<file path="src/rtl/dbg_frame_tx_sched.sv">
// dbg_frame_tx_sched: captures a probe snapshot on trig and streams sync, data (MSB first), checksum over valid/ready
module dbg_frame_tx_sched #(
  parameter int NBYTES = 12,
  parameter logic [7:0] SYNC_BYTE = 8'hA5
) (
  input  logic                  CLK100MHZ,
  input  logic                  rst_n,
  input  logic                  trig,
  input  logic [8*NBYTES-1:0]   frame_in,
  output logic [7:0]            tx_data,
  output logic                  tx_valid,
  input  logic                  tx_ready,
  output logic                  busy,
  output logic                  dropped,
  output logic [7:0]            frame_cnt
);
  localparam int IW = NBYTES > 1 ? $clog2(NBYTES) : 1;
  typedef enum logic [1:0] {IDLE, SYNC, DATA, SUM} state_t;
  state_t state;
  logic [8*NBYTES-1:0] shadow;
  logic [IW-1:0] idx, nidx;
  logic [7:0] sum, nsum;
  assign nidx = idx - IW'(1);
  assign nsum = sum + tx_data;
  // tx_valid is high in every non-IDLE state, so tx_ready alone marks a transfer there
  always_ff @(posedge CLK100MHZ) begin
    if (!rst_n) begin
      state     <= IDLE;
      shadow    <= '0;
      idx       <= '0;
      sum       <= '0;
      tx_data   <= '0;
      tx_valid  <= 1'b0;
      busy      <= 1'b0;
      dropped   <= 1'b0;
      frame_cnt <= '0;
    end else begin
      dropped <= trig && state != IDLE;
      case (state)
        IDLE: if (trig) begin
          shadow   <= frame_in;
          idx      <= IW'(NBYTES - 1);
          sum      <= '0;
          tx_data  <= SYNC_BYTE;
          tx_valid <= 1'b1;
          busy     <= 1'b1;
          state    <= SYNC;
        end
        SYNC: if (tx_ready) begin
          tx_data <= shadow[{idx, 3'b000} +: 8];
          state   <= DATA;
        end
        DATA: if (tx_ready) begin
          sum <= nsum;
          if (idx == '0) begin
            tx_data <= -nsum;
            state   <= SUM;
          end else begin
            idx     <= nidx;
            tx_data <= shadow[{nidx, 3'b000} +: 8];
          end
        end
        SUM: if (tx_ready) begin
          tx_valid  <= 1'b0;
          busy      <= 1'b0;
          frame_cnt <= frame_cnt + 8'd1;
          state     <= IDLE;
        end
        default: state <= IDLE;
      endcase
    end
  end
endmodule

</file>
<file path="config.mk">
export PLATFORM = sky130hd
export DESIGN_NAME = dbg_frame_tx_sched
export DESIGN_NICKNAME = d
export VERILOG_FILES = /design/src/rtl/dbg_frame_tx_sched.sv
export SDC_FILE = /design/constraint.sdc
export NUM_CORES = 1
export LEC_CHECK = 0
export ABC_AREA = 1
export ABC_CLOCK_PERIOD_IN_PS = 2100
export CAP_MARGIN = 15
export CORE_MARGIN = 4
export CORE_UTILIZATION = 48
export CTS_CLUSTER_SIZE = 40
export DETAILED_ROUTE_END_ITERATION = 10
export PLACE_DENSITY = 0.77
export SLEW_MARGIN = 5
export SYNTH_ARGS = -nofsm -noshare
export SYNTH_HDL_FRONTEND = slang
export SYNTH_SLANG_ARGS = --single-unit
</file>
<file path="constraint.sdc">
create_clock -name CLK100MHZ -period 2.1 [get_ports CLK100MHZ]
set_input_delay 0.42 -clock CLK100MHZ [delete_from_list [all_inputs] [get_ports CLK100MHZ]]
set_output_delay 0.42 -clock CLK100MHZ [all_outputs]
set_load 0.05 [all_outputs]
</file>
; ---- After elaboration in Yosys (flattened, before gate mapping)
; Index checks and enable logic that the tools add are counted.
[totals]
regBits = 128
input_bits = 100
[classes]
eq_ne = 9
shift = 2
n_mux = 21
n_reduce_logical = 14
add_sub_neg = 4
[op_table]
columns = op, count
row1 = 96-bit by 8-bit variable part select with 8-bit output, 2
row2 = 8-bit 2-to-1 mux, 6
row3 = 8-bit one-hot mux with 3 select lines, 1
row4 = 8-bit one-hot mux with 2 select lines, 1
row5 = 4-bit 2-to-1 mux, 3
row6 = "2-bit inequality test, second input constant", 6
row7 = 2-bit 2-to-1 mux, 5
row8 = "8-bit by 1-bit adder with 8-bit output, second input constant", 1
row9 = 8-bit adder, 1
row10 = 8-bit negation, 1
row11 = 2-bit one-hot mux with 4 select lines, 1
row12 = 4-bit one-hot mux with 2 select lines, 1
row13 = 4-bit AND reduction, 2
row14 = 3-bit AND reduction, 2
row15 = 2-bit nonzero test, 3
row16 = 5-bit AND reduction, 1
row17 = "2-bit equality test, second input constant", 2
row18 = 4-bit logical NOT, 1
row19 = 2-bit AND reduction, 2
row20 = "4-bit by 1-bit subtractor with 4-bit output, second input constant", 1
row21 = 3-bit nonzero test, 1
row22 = "2-bit by 1-bit equality test with 1-bit output, second input constant", 1
row23 = 2-bit logical NOT, 1
row24 = 1-bit 2-to-1 mux, 2
row25 = 2 further kinds, 2

; ---- Logic depth before layout (Yosys ltp)
[depth]
word_depth = 5
depth_mapped = 17

; ---- Worst setup path before layout
; No wires, ideal clock.
[synth_path]
path_kind = register -> register
start = register tx_data[0]
end = register tx_data[6]
setup_time_ns = 0.131
path_buffers = 0
path_slack_ns = -0.347
arrival_time_ns = 2.316
stages_incl_launch_ff = 16
path_cell_list = dfxtp_1 > ha_1 > fa_1 > inv_1 > ha_1 > inv_1 > nor2_1 > nand3_1 > nor2_1 > nand2_1 > nand2_1 > nand3_1 > nand2_1 > nand2_1 > nand2_1 > a21oi_2
[synth_via]
elab_chain_len = 5
[synth_rtl]
columns = item, line_no
row1 = "start, declared", 10  ; output logic [7:0] tx_data,
row2 = "start signal, assigned", 50  ; tx_data <= shadow[{idx, 3'b000} +: 8];
row3 = "start signal, assigned", 56  ; tx_data <= -nsum;
row4 = "start signal, assigned", 60  ; tx_data <= shadow[{nidx, 3'b000} +: 8];
row5 = 8-bit adder, 24  ; assign nsum = sum + tx_data;
row6 = 8-bit negation, 56
row7 = 8-bit 2-to-1 mux, 55  ; if (idx == '0) begin
row8 = 8-bit 2-to-1 mux, 53  ; DATA: if (tx_ready) begin
row9 = 8-bit one-hot mux with 3 select lines, 39  ; case (state)
; Every way passes these cells. The select of a mux whose other input is x is not followed.
; A chain may end at the register's enable or synchronous reset.

; ---- Worst setup path after layout
[layout_path]
start = register tx_data[0]
end = register tx_data[4]
; The elaborated chain is that of the path after synthesis.

==> results.md <==
- Outcome: finished, final reports clean
- Initial antenna violation count: 0
- TritonCTS Buffers: 17
- Final ANT Viol Nets: 0
- # rows: 43
- Power share of the combinational group: 54.0%
- Gr usage total: 24.7%
- Maximum vdd drop: 0.864 mV
- Post-synth cell types: 37
- Dominant synthesized flop cell: dfxtp_1
- Worst reg2reg endpoint: tx_data[4]$_SDFFE_PN0P_
- Crit path launch type: flip-flop
- Vias in the first global route: 6,663
- Die Wd: 128 um
- DP Wirelength: 14,500 um
- RSZ-0062 raised after global routing: yes
- Reg2reg setup slack: 0.03 ns
- Warnings from Yosys: 0
- CP startpoint: tx_data[0]$_SDFFE_PN0P_
- Number of max-cap violations: 0
- Grt ovf: 0
- Minimum clock period: 2.07 ns
- Initial Utilization: 49.5%
- Area delta synth->final: 31.7%
- Htree depth: 4
- Syn Inst Count: 1,049
- # diodes: 0
- Hold WS: 0.469 ns
- Clock Tree Root: clkbuf_16
- Setup Skew: 0.00503 ns
- Worst Tran Pin Value: 0.500 ns
- Worst min-delay path class: reg -> reg
- Critical path endpoint category: flip-flop
- Syn Area/Cell: 6.60 um^2
- Worst-Skew Late Latency: 0.43 ns
- Clock power frac: 21.4%
- Critical Path AT: 2.43 ns
- Register area: 2570 um^2
- Top post-synthesis cells by area: dfxtp_1, o21ai_0, a21oi_1
- Dpl ws: -0.0181 ns
- Asr flop ratio synth: 0%
- Core area: 14,000 um^2
- Leakage power: 3.70 nW
- Detailed Route Iter0 Violations: 847
- Total power: 14.2 mW
- Die area: 16,400 um^2
- Routed len/inst: 15.2 um
- DRC: 0
- Most frequent cell after synthesis: o21ai_0
- Crit Path Class: reg -> reg
- CTS tree: done
- Most instantiated cells after synthesis: o21ai_0, a21oi_1, nor2_1, dfxtp_1, nand2_1
- CTS Buffer Depth: 2
- R2R Path Start: tx_data[0]$_SDFFE_PN0P_
- Setup violations, final: 0
- Proportion of layout cells with a drive suffix above 1: 9.93%
- Largest net degree at the start of global routing: 145
- Global-route wire length before repair: 32,600 um
- Worst-path clk slew: 0.06 ns
- Net Sw Frac: 45.5%
- Net Switching: 6.45 mW
- Post-synth EDFFs: 0
- DR vias/cell: 5.47
- Int Pwr: 7.71 mW
- Drt total wl: 20,500 um
- Synthesis-stage register bit count: 128
- Synth area leader: dfxtp_1
- Tcrit/Tclk final: 98.4%
- Hold path cells: 2
- Syn_nets: 1,165
- Fillers: 1,259
- Worst setup margin: 0.0333 ns
- IO Pins: 119
- Share of Yosys cell area claimed by the top area cell type: 37.0%
- FF-to-FF path depth: 14
- Area of the multi-input gates: 3810 um^2
- Worst-path maximum fanout: 3
- Mapped Area: 6920 um^2
- Fin. Hold Viols: 0
- Drt first pass iters: 7
- Worst slew margin: 66.5%
- Clk sink count: 128
- Max Freq: 0.484 GHz
- DR vias: 7,367
- Placer congestion estimate: 0.972
- Sequential share of power: 24.6%
- Power Dens Cells: 1550 nW/um^2
- WP data required: 2.46 ns
- Worst Setup EP: tx_data[4]$_SDFFE_PN0P_
- Die Y: 128 um
- I/O Buffers: 118
- Final nets: 1,271
- Sequential share of the synthesized area: 37.0%
- Slew Limit Fails: 0
placed cells by master, fill, tap and decap left out, types with 35 or more instances in the layout:
cell type	n
o21ai_0	199
a21oi_1	142
nor2_1	140
nand2_1	124
dfxtp_1	124
clkdlybuf4s50_1	109
inv_1	85
nand3_1	63
buf_4	35
sequential cells by signal (all words and copies together) (netlist names):
| register | flops |
|---|---|
| busy | 1 |
| dropped | 1 |
| frame_cnt | 8 |
| state | 2 |
| sum | 8 |
| shadow | 96 |
| tx_data | 8 |
| idx | 4 |
layout make-up:
class                      instances  area share, %
clock buffer                      20           5.12
clock inverter                    12           1.61
inverter                          97           3.99
timing repair buffer             156           16.8
sequential                       128           28.2
tap                              180           2.47
multi-input combinational        755           41.8
worst max-delay path, cell delays in order (launching register included):
cell and delay [ns]:
dfxtp_4 0.35, ha_4 0.16, fa_2 0.55, inv_2 0.05, ha_4 0.15, inv_2 0.07, nor2_4 0.05, nand3_2 0.08
nor2_4 0.04, buf_4 0.13, nor2_1 0.07, nand2_1 0.06, nand3_1 0.07, nand2_1 0.05, a21oi_1 0.11
worst min path at each step:
stage | from | slack (ns) | end
2_1_floorplan | shadow[94]$_SDFFE_PN0P_ | 0.44 | shadow[94]$_SDFFE_PN0P_
3_3_place_gp | shadow[94]$_SDFFE_PN0P_ | 0.45 | shadow[94]$_SDFFE_PN0P_
3_5_place_dp | frame_cnt[7]$_SDFFE_PN0P_ | 0.46 | frame_cnt[7]$_SDFFE_PN0P_
4_1_cts | frame_cnt[7]$_SDFFE_PN0P_ | 0.47 | frame_cnt[7]$_SDFFE_PN0P_
5_1_grt | shadow[15]$_SDFFE_PN0P_ | 0.49 | shadow[15]$_SDFFE_PN0P_
6_report | frame_cnt[7]$_SDFFE_PN0P_ | 0.47 | frame_cnt[7]$_SDFFE_PN0P_
cell families after synthesis:
| kind of cell | Yosys count | share of synthesized area (%) |
|---|---|---|
| AO/OA/AOI/OAI | 380 | 28.5 |
| XOR/XNOR | 4 | 0.886 |
| adder cells (fa/ha/maj) | 16 | 3.00 |
| buffers and inverters | 166 | 9.47 |
| flip-flops | 128 | 37.0 |
| AND/OR/NAND/NOR | 355 | 21.2 |
power by group through the flow:
stage / registers [mW] / logic (mW) / clock network, mW
after floorplan: 3.61 / 4.81 / 0
after global placement: 3.48 / 7.05 / 0
after detailed placement: 3.50 / 7.14 / 0
after CTS: 3.47 / 7.26 / 3.05
after global routing: 3.54 / 8.49 / 3.17
final: 3.48 / 7.66 / 3.03
routing by layer:
layer  part of all wire [%]  routed length [um]  GRT usage [%]  up-vias
met5                      0                   0              0        -
met4                    2.1                 429           8.80        0
met3                    6.9                1420           5.29       44
met2                     45                9330           38.1      271
met1                     45                9320           34.1     3323
li1                       -                   -              -     3729
stage by stage:
step	std cells	TNS (ns)	cell area, um^2	util (%)
floorplan	1049	-0.0483	6940	-
global placement	1312	-0.00380	8370	59.8
detailed placement	1312	-0.0288	8370	59.8
CTS	1345	-0.0600	9010	64.4
global route	1348	-0.103	9120	65.2
finish	1348	0	9120	65.2
timing repair:
item,CTS,global route
hold buffers,0,0
gates resized for setup,11,22
endpoints found under the hold margin,0,0
pin swaps,7,9
setup endpoints to repair,6,8
buffers inserted,1,3
No activity file was read; power rests on OpenSTA's default activity.
